## src/rtl/uart_tx_buffer.sv

```systemverilog
// First-word-fall-through transmit buffer between a byte producer and a UART transmitter.
// Optional macro UART_TX_BUF_OVF_CNT_EN enables the saturating dropped-write counter on o_ovf_cnt.
module uart_tx_buffer #(
  parameter int P_DATA_WIDTH = 8,
  parameter int P_DEPTH_LOG2 = 4
) (
  input  logic                    i_clk,
  input  logic                    i_rst,
  input  logic [P_DATA_WIDTH-1:0] i_wr_data,
  input  logic                    i_wr_en,
  output logic                    o_full,
  output logic                    o_empty,
  output logic [P_DEPTH_LOG2:0]   o_level,
  output logic [P_DATA_WIDTH-1:0] o_tx_data,
  output logic                    o_tx_valid,
  input  logic                    i_tx_ready,
  output logic                    o_overflow,
  output logic [7:0]              o_ovf_cnt
);

  localparam int DEPTH = 1 << P_DEPTH_LOG2;
  localparam logic [P_DEPTH_LOG2:0] DEPTH_LEVEL = (P_DEPTH_LOG2+1)'(DEPTH);

  logic [P_DATA_WIDTH-1:0] mem [DEPTH];

  logic [P_DEPTH_LOG2-1:0] wr_ptr_reg;
  logic [P_DEPTH_LOG2-1:0] rd_ptr_reg;
  logic [P_DEPTH_LOG2-1:0] rd_ptr_next;
  logic [P_DEPTH_LOG2:0]   level_reg;
  logic [P_DEPTH_LOG2:0]   level_next;
  logic                    full_reg;
  logic                    empty_reg;
  logic                    valid_reg;
  logic                    overflow_reg;
  logic [P_DATA_WIDTH-1:0] data_reg;

  logic wr_accept;
  logic wr_drop;
  logic pop;
  logic bypass;

  // Acceptance uses the registered full flag, so a pop in the same cycle never frees a slot early.
  assign wr_accept = i_wr_en & ~full_reg;
  assign wr_drop   = i_wr_en & full_reg;
  assign pop       = valid_reg & i_tx_ready;

  always_comb begin
    rd_ptr_next = rd_ptr_reg + P_DEPTH_LOG2'(pop);
    level_next  = level_reg + (P_DEPTH_LOG2+1)'(wr_accept) - (P_DEPTH_LOG2+1)'(pop);
    // The incoming word becomes the head when the buffer drains to zero this cycle.
    bypass      = wr_accept && (wr_ptr_reg == rd_ptr_next);
  end

  always_ff @(posedge i_clk) begin
    if (!i_rst && wr_accept) begin
      mem[wr_ptr_reg] <= i_wr_data;
    end
  end

  always_ff @(posedge i_clk) begin
    if (i_rst) begin
      wr_ptr_reg   <= '0;
      rd_ptr_reg   <= '0;
      level_reg    <= '0;
      full_reg     <= 1'b0;
      empty_reg    <= 1'b1;
      valid_reg    <= 1'b0;
      overflow_reg <= 1'b0;
      data_reg     <= '0;
    end else begin
      if (wr_accept) begin
        wr_ptr_reg <= wr_ptr_reg + 1'b1;
      end
      rd_ptr_reg   <= rd_ptr_next;
      level_reg    <= level_next;
      full_reg     <= (level_next == DEPTH_LEVEL);
      empty_reg    <= (level_next == '0);
      valid_reg    <= (level_next != '0);
      overflow_reg <= overflow_reg | wr_drop;
      // Head register is a registered read of the next head slot, with write bypass.
      if (level_next != '0) begin
        data_reg <= bypass ? i_wr_data : mem[rd_ptr_next];
      end
    end
  end

`ifdef UART_TX_BUF_OVF_CNT_EN
  logic [7:0] ovf_cnt_reg;

  always_ff @(posedge i_clk) begin
    if (i_rst) begin
      ovf_cnt_reg <= 8'd0;
    end else if (wr_drop && (ovf_cnt_reg != 8'hFF)) begin
      ovf_cnt_reg <= ovf_cnt_reg + 8'd1;
    end
  end

  assign o_ovf_cnt = ovf_cnt_reg;
`else
  assign o_ovf_cnt = 8'd0;
`endif

  assign o_full     = full_reg;
  assign o_empty    = empty_reg;
  assign o_level    = level_reg;
  assign o_tx_data  = data_reg;
  assign o_tx_valid = valid_reg;
  assign o_overflow = overflow_reg;

endmodule
```

## config.mk

```make
export PLATFORM = sky130hd
export DESIGN_NAME = uart_tx_buffer
export DESIGN_NICKNAME = d
export VERILOG_FILES = /design/src/rtl/uart_tx_buffer.sv
export SDC_FILE = /design/constraint.sdc
export NUM_CORES = 1
export LEC_CHECK = 0
export CAP_MARGIN = 20
export CELL_PAD_IN_SITES_DETAIL_PLACEMENT = 1
export CELL_PAD_IN_SITES_GLOBAL_PLACEMENT = 1
export CORE_ASPECT_RATIO = 0.7
export CORE_MARGIN = 10
export CORE_UTILIZATION = 55
export DETAILED_ROUTE_END_ITERATION = 10
export PLACE_DENSITY = 0.86
export SKIP_CTS_REPAIR_TIMING = 1
export SLEW_MARGIN = 10
export SYNTH_ARGS = -nofsm -noshare
export SYNTH_HDL_FRONTEND = slang
export SYNTH_SLANG_ARGS = --single-unit
```

## constraint.sdc

```tcl
create_clock -name i_clk -period 6.6 [get_ports i_clk]
set_clock_uncertainty 0.15 [all_clocks]
set_input_delay 0.66 -clock i_clk [delete_from_list [all_inputs] [get_ports i_clk]]
set_output_delay 0.66 -clock i_clk [all_outputs]
set_load 0.02 [all_outputs]
```

Yosys cells after proc, flatten, opt, wreduce, memory -nomap -nowiden
Memories as Yosys holds them, arrays and structs flattened. A register that Yosys moved wholly into a read port is not among the register bits.
Index checks and enable logic that the tools add are counted.

operators by class
  mux-type cells = 2
  $lt $le $gt $ge = 0
  multiply operators = 0
  shift operators = 0
  add/subtract/negate cells = 4
  reduce and logical (&&, ||, !) cells = 4
  bitwise logic cells = 5
  equality and inequality tests = 1
  div/mod/pow operators = 0

operators by type and width
  cell                                                            number
  5-bit by 1-bit adder with 5-bit output                          1
  5-bit == test (second input constant)                           1
  5-bit zero test                                                 1
  5-bit nonzero test                                              1
  5-bit by 1-bit subtractor with 5-bit output                     1
  4-bit by 1-bit adder with 4-bit output                          1
  4-bit by 1-bit adder with 4-bit output (second input constant)  1
  1-bit bitwise AND                                               3
  1-bit 2-to-1 mux                                                2
  1-bit logical AND                                               1
  1-bit zero test                                                 1
  1-bit NOT                                                       1
  1-bit OR                                                        1

word-level totals
  latch bits = 0
  bits in writable memories = 128
  input bits = 12
  output and inout port bits = 25
  flip-flop bits (word level) = 17
  memories = 1
  ROM bits = 0

memories
  memory  words  bits a word  read ports  clocked after memory_dff  wr ports  RTL line  RTL
  mem     16     8            1           1                         1         24        logic [P_DATA_WIDTH-1:0] mem [DEPTH];

Longest topological paths before layout
Gate-level depths: netlist of run 1.

  word-level depth = 5
  mapped depth = 12
  mapped depth without buffers = 11

Worst setup path after synthesis of run 1
Ideal clock, no wire load.

  path type = in2reg
  from = in i_wr_en
  to = reg data_reg[4], in the netlist o_tx_data[4] (read register of mem)
  path buffers = 1
  arrival time = 2.748 ns
  slack = 3.628 ns
  required time = 6.377 ns
  stages = 12
  cell sequence = nand2b_1 nand3_1 nand2_1 ha_1 fa_1 a21o_1 a21oi_1 xnor2_1 a31oi_1 clkbuf_1 nand3_1 o211ai_2

between the ends
  cells in the longest elaborated chain, start to end = 4

ends and longest elaborated chain
  what                                         RTL line  RTL
  start: declaration                           10        input logic i_wr_en,
  1-bit bitwise AND                            43        assign wr_accept = i_wr_en & ~full_reg;
  5-bit by 1-bit adder with 5-bit output       49        level_next = level_reg + (P_DEPTH_LOG2+1)'(wr_accept) - (P_DEPTH_LOG2+1)'(pop);
  5-bit by 1-bit subtractor with 5-bit output  49
  5-bit nonzero test                           81        if (level_next != '0) begin
  end: declaration                             35        logic [P_DATA_WIDTH-1:0] data_reg;

Every way passes these cells.
A chain may end at the register's enable or synchronous reset.

Worst setup path after layout of run 1
  from = in i_wr_en
  to = reg data_reg[1], in the netlist o_tx_data[1] (read register of mem)

Same word-level chain as after synthesis.

==> metrics.cfg, run 1 <==
[run_status]
status = completed

[clocking]
cts_buffer_depth = 2
cts.sinks = 153
htreeDepth = 4
clock_latency_ns = 0.43
cts-root-buf = clkbuf_16
cts_buffers = 17
cts_tree = done
clkTransAtPathRegs_ns = 0.06

[placed_design]
io_buffers = 28
hpwlAfterDp_um = 9920
place.gp.congestion = 0.777
dpl_cell_area_um2 = 6640
pre_cts_ws_ns = 2.60
dp_cells = 520

[min_path]
min_path_type = flip-flop to flip-flop
hold_start = o_overflow$_SDFF_PP0_
worstHoldEndpoint = o_overflow$_SDFF_PP0_
hold_depth = 2

[pwr]
power_mw = 2.89
p_int_mw = 2.07
p_leak_nw = 2.43
max-vdd-ir-drop_mv = 0.224
power_switching_share_pct = 28.5
power_density_nw_per_um2 = 400
seqPwrFrac_pct = 40.1
switching_power_mw = 0.824
combPwrFrac_pct = 25.2
clkPwrFrac_pct = 34.7

[logic_synthesis]
ys_warn_count = 0
syn_area_per_cell_um2 = 18.0
ys.flop_type = edfxtp_1
yosysTopAreaCell = edfxtp_1
synthArstFlopShare_pct = 0
synthCells = 349
synth_top_area_share_pct = 61.3
ys_seq_area_share_pct = 69.3
synth.area.top_cells = edfxtp_1 61%, dfxtp_1 8.0%, mux4_1 8.0%
synth_edf_count = 128
synth-seq-cells = 153
netlist_area_um2 = 6270
synth.distinct_cells = 42

[setup_path]
start_kind = input port
cp_max_fo = 11
worstPathArrival_ns = 3.89
r2r-end = o_tx_data[1]$_SDFFE_PP0P_
critPathKind = input port to flip-flop
critPathCaptureType = flip-flop
worstPathRequired_ns = 6.79
r2r_setup_slack_ns = 3.22
r2r_cells = 11
timing.rr.start = o_full$_SDFF_PP0_

[routing]
dr_total_vias = 3384
via_per_inst = 6.13
dr.pass1.iters = 5
wl_per_cell_um = 28.1
ant_nets = 0
drc = 0
drtIter0Drc = 480
met3_length_um = 1190
wl_met1_um = 6610
routed_wirelength_um = 15500
wl_met2_um = 7330
maxUsedRoutingLayer = met4

[cells_and_area]
finalCoreUtilization_pct = 65.2
top_register = mem
fillers = 952
drive_gt1_share_pct = 13.8
largest_register_ff_count = 128
regArea_um2 = 4340
n_antenna_cell = 0
multi_input_area_um2 = 1750
stdcell_area_um2 = 7230
instances_no_fill = 552
area_growth_pct = 15.5
layout.nets = 408

[sta]
fmaxAchievable_mhz = 270
layout_min_cycle_time_ns = 3.70
grt_setup_unrepaired = no
setup_tns_ns = 0
hold_ws_ns = 0.337
tightest_slew_ns = 1.20
slew_violations = 0
setup_viol = 0
post-route-period-util_pct = 56.1
slew_headroom_pct = 19.6
hold_violations = 0
fin_ws_ns = 2.90

[global_route]
track_usage_pct = 20.1
antenna_found_initial = 0
first_global_vias = 3717
grt_max_degree = 19
grt_pass1_wl_um = 23400
grt_overflow = 0

[floorplanning]
core_um2 = 11100
row_count = 32
initial_core_util_pct = 56.5
die_h_um = 109
die_w_um = 148
ios = 37
dieArea_um2 = 16100

[run]
max-cap-violations = 0

[worst max-delay path by stage]
stage | startpoint | endpoint | slack (ns) | cells past startpoint
2_1_floorplan | i_wr_en | o_tx_data[4]$_SDFFE_PP0P_ | 3.63 | 12
3_3_place_gp | i_wr_en | o_tx_data[0]$_SDFFE_PP0P_ | 2.25 | 12
3_5_place_dp | i_wr_en | o_tx_data[1]$_SDFFE_PP0P_ | 2.60 | 12
4_1_cts | i_wr_en | o_tx_data[1]$_SDFFE_PP0P_ | 2.89 | 12
5_1_grt | i_wr_en | o_tx_data[1]$_SDFFE_PP0P_ | 2.66 | 12
6_report | i_wr_en | o_tx_data[1]$_SDFFE_PP0P_ | 2.90 | 12
[critical path: stages]
cell and delay (ns):
clkdlybuf4s50_1 0.50, nand2b_1 0.14, nand3_1 0.20, nand2_1 0.08
ha_1 0.22, fa_1 0.42, a21o_1 0.19, a21oi_1 0.17
xnor2_1 0.14, a31oi_2 0.66, nand2b_4 0.23, o211ai_1 0.29
[synthesized netlist by cell type (4+ instances only)]
cell type  number
ha_1            9
nor2_1         26
nor2b_1         4
xor2_1          6
inv_1           6
edfxtp_1      128
a21oi_1         4
mux4_1         19
buf_4           9
nand2_1        18
a22o_1          8
mux4_2         13
clkbuf_1        7
nor3_1          6
a221oi_1        8
dfxtp_1        25
o211ai_1        7
xnor2_1         6
nand3_1         9
[power groups by stage]
stage               clock network (mW)  registers [mW]  logic, mW
finish                            1.00            1.16      0.729
floorplan                            0            1.21      0.472
global placement                     0            1.17      0.678
global route                      1.06            1.17      0.785
detailed placement                   0            1.18      0.713
CTS                               1.01            1.16      0.736
[placed cells by master, fill, tap and decap left out, drive strengths merged, types with 5 or more instances in the layout]
master         Yosys  final
clkinv             0      5
nor3               8      8
conb               1      8
nand2             19     19
clkbuf             7     22
buf               16      6
xnor2              6      6
edfxtp           128    128
clkdlybuf4s50      0     28
nor2              26     26
a221oi             8      8
o211ai             8      8
nand3              9      9
mux4              32     32
a22o               8      8
dfxtp             25     25
xor2               7      7
ha                 9      9
inv                7      7
[per-layer routing]
metal  up-vias  GRT usage [%]
met5         -              0
met4         0           10.1
met3        31           5.95
met2       147           31.6
met1      1757           25.5
li1       1449              -
[cell families (layout without fill, tap and decap cells)]
family                     Yosys count  in the layout  share of synthesized area [%]
and+or+nand+nor                     76             76                           5.95
muxes                               32             32                           12.6
buffers and inverters               30             73                           3.21
adders and majority gates           10             10                           2.12
AOI/OAI and AO/OA                   34             34                           4.57
other                                1              8                         0.0598
xor gates and xnor gates            13             13                           2.12
DFF                                153            153                           69.3
[area by class of cell]
class                   instances  share of cell area, %
clock buffers                  22                   6.14
clock inverters                10                   2.08
inverters                       7                  0.363
multi-input cells             173                   24.2
flip-flops and latches        153                   60.0
well taps                     153                   2.65
repair buffers                 34                   4.50
(Power assumes the default switching activity.)
==> run 2: changes to the inputs <==
--- a/config.mk
+++ b/config.mk
@@ -10,9 +10,9 @@
 export CELL_PAD_IN_SITES_GLOBAL_PLACEMENT = 1
 export CORE_ASPECT_RATIO = 0.7
 export CORE_MARGIN = 10
-export CORE_UTILIZATION = 55
+export CORE_UTILIZATION = 46
 export DETAILED_ROUTE_END_ITERATION = 10
-export PLACE_DENSITY = 0.86
+export PLACE_DENSITY = 0.77
 export SKIP_CTS_REPAIR_TIMING = 1
 export SLEW_MARGIN = 10
 export SYNTH_ARGS = -nofsm -noshare
==> constraint.sdc (replaced) <==
create_clock -name i_clk -period 3 [get_ports i_clk]
set_clock_uncertainty 0.15 [all_clocks]
set_input_delay 0.3 -clock i_clk [delete_from_list [all_inputs] [get_ports i_clk]]
set_output_delay 0.3 -clock i_clk [all_outputs]
set_load 0.02 [all_outputs]
==> run 2 against run 1 <==
Compared with the run above: total power grew 130%; worst hold slack lost 0.0097 ns; via count grew 2.5%; critical endpoint is now o_tx_data[4]$_SDFFE_PP0P_.
==> metrics.cfg, run 2 (synthesized netlist as in run 1, its figures left out) <==
[run_status]
status = completed

[sta]
fmaxAchievable_mhz = 360
setup_tns_ns = 0
hold_violations = 0
post-route-period-util_pct = 92.6
tightest_slew_ns = 0.732
setup_viol = 0
slew_headroom_pct = 51.0
slew_violations = 0
layout_min_cycle_time_ns = 2.78
grt_setup_unrepaired = no

[cells_and_area]
instances_no_fill = 623
layout.nets = 448
mostFrequentLayoutCells = 128 x edfxtp_1, 40 x buf_4, 28 x clkdlybuf4s50_1
finalCoreUtilization_pct = 58.0
top_register = mem
final_common_cell = edfxtp_1
drive_gt1_share_pct = 23.7
area_growth_pct = 22.5
largest_register_ff_count = 128
n_antenna_cell = 0

[setup_path]
start_kind = flip-flop
worstPathArrival_ns = 2.93
worstPathRequired_ns = 3.15
critPathCaptureType = flip-flop
critPathKind = flip-flop to flip-flop
r2r_cells = 12
cp_max_fo = 5

[clocking]
cts.sinks = 153
clkTransAtPathRegs_ns = 0.06
clock_latency_ns = 0.42
htreeDepth = 4
cts-root-buf = clkbuf_16
cts_tree = done
cts_buffers = 17
cts_buffer_depth = 2

[placed_design]
dp_cells = 590
place.gp.congestion = 0.755
io_buffers = 28
hpwlAfterDp_um = 10600

[run]
max-cap-violations = 0

[pwr]
power_density_nw_per_um2 = 863
max-vdd-ir-drop_mv = 0.416
p_leak_nw = 2.67

[routing]
drc = 0
drtIter0Drc = 274
dr.pass1.iters = 4
routed_wirelength_um = 15600
ant_nets = 0
wl_per_cell_um = 25.0
dr_total_vias = 3468
via_per_inst = 5.57

[global_route]
grt_max_degree = 19
track_usage_pct = 16.9
first_global_vias = 3764
antenna_found_initial = 0
grt_pass1_wl_um = 23700
grt_overflow = 0

[floorplanning]
row_count = 35
die_w_um = 159
ios = 37
die_h_um = 118
dieArea_um2 = 18800
initial_core_util_pct = 47.4
core_um2 = 13200

[min_path]
min_path_type = flip-flop to flip-flop
hold_depth = 2

[run 2: through the flow]
step,power [mW],area [um2],hold slack [ns],worst slack (ns)
finish,6.62,7670,0.327,0.222
global route,6.92,7670,0.366,0.0468
CTS,6.60,7630,0.334,0.105
detailed placement,4.36,7020,0.321,-0.186
global placement,4.28,7020,0.301,0.0369
floorplan,3.70,6290,0.249,0.191
[run 2: worst paths after layout]
check                         from                         to  slack, ns
max              o_full$_SDFF_PP0_  o_tx_data[4]$_SDFFE_PP0P_       0.22
max reg2reg      o_full$_SDFF_PP0_  o_tx_data[4]$_SDFFE_PP0P_       0.22
min reg2reg  o_overflow$_SDFF_PP0_      o_overflow$_SDFF_PP0_       0.33
min          o_overflow$_SDFF_PP0_      o_overflow$_SDFF_PP0_       0.33
[run 2: layer usage]
layer / track usage, % / wire length, um / vias up
met4: 3.12 / 89 / 0
met2: 27.1 / 7600 / 94
li1: - / - / 1530
met5: 0 / 0 / -
met1: 22.8 / 6960 / 1832
met3: 4.26 / 935 / 12
[run 2: final cells by class]
| cell class | instances | area (um2) |
|---|---|---|
| clock buffer | 19 | 433 |
| clock inverter | 12 | 175 |
| inverter | 7 | 26.3 |
| tap | 185 | 231 |
| fill | 1201 | 5550 |
| sequential | 153 | 4350 |
| multi-input combinational | 173 | 1770 |
| timing repair buffer | 74 | 692 |
[run 2: worst max-delay path, stage by stage, from the launching register on]
cell	delay, ns
dfxtp_1	0.33
nand2b_1	0.18
nand3_1	0.12
nand2_1	0.07
ha_1	0.23
fa_1	0.42
a21o_1	0.19
a21oi_2	0.19
xnor2_2	0.16
a31oi_2	0.14
clkdlybuf4s15_2	0.27
nand3_1	0.11
o211ai_2	0.10
[run 2: report_power, final]
part | switching, mW | internal [mW] | total [mW]
Combinational | 0.933 | 0.940 | 1.87
Clock | 0.826 | 1.39 | 2.21
Sequential | 0.0925 | 2.44 | 2.54
Total | 1.85 | 4.77 | 6.62
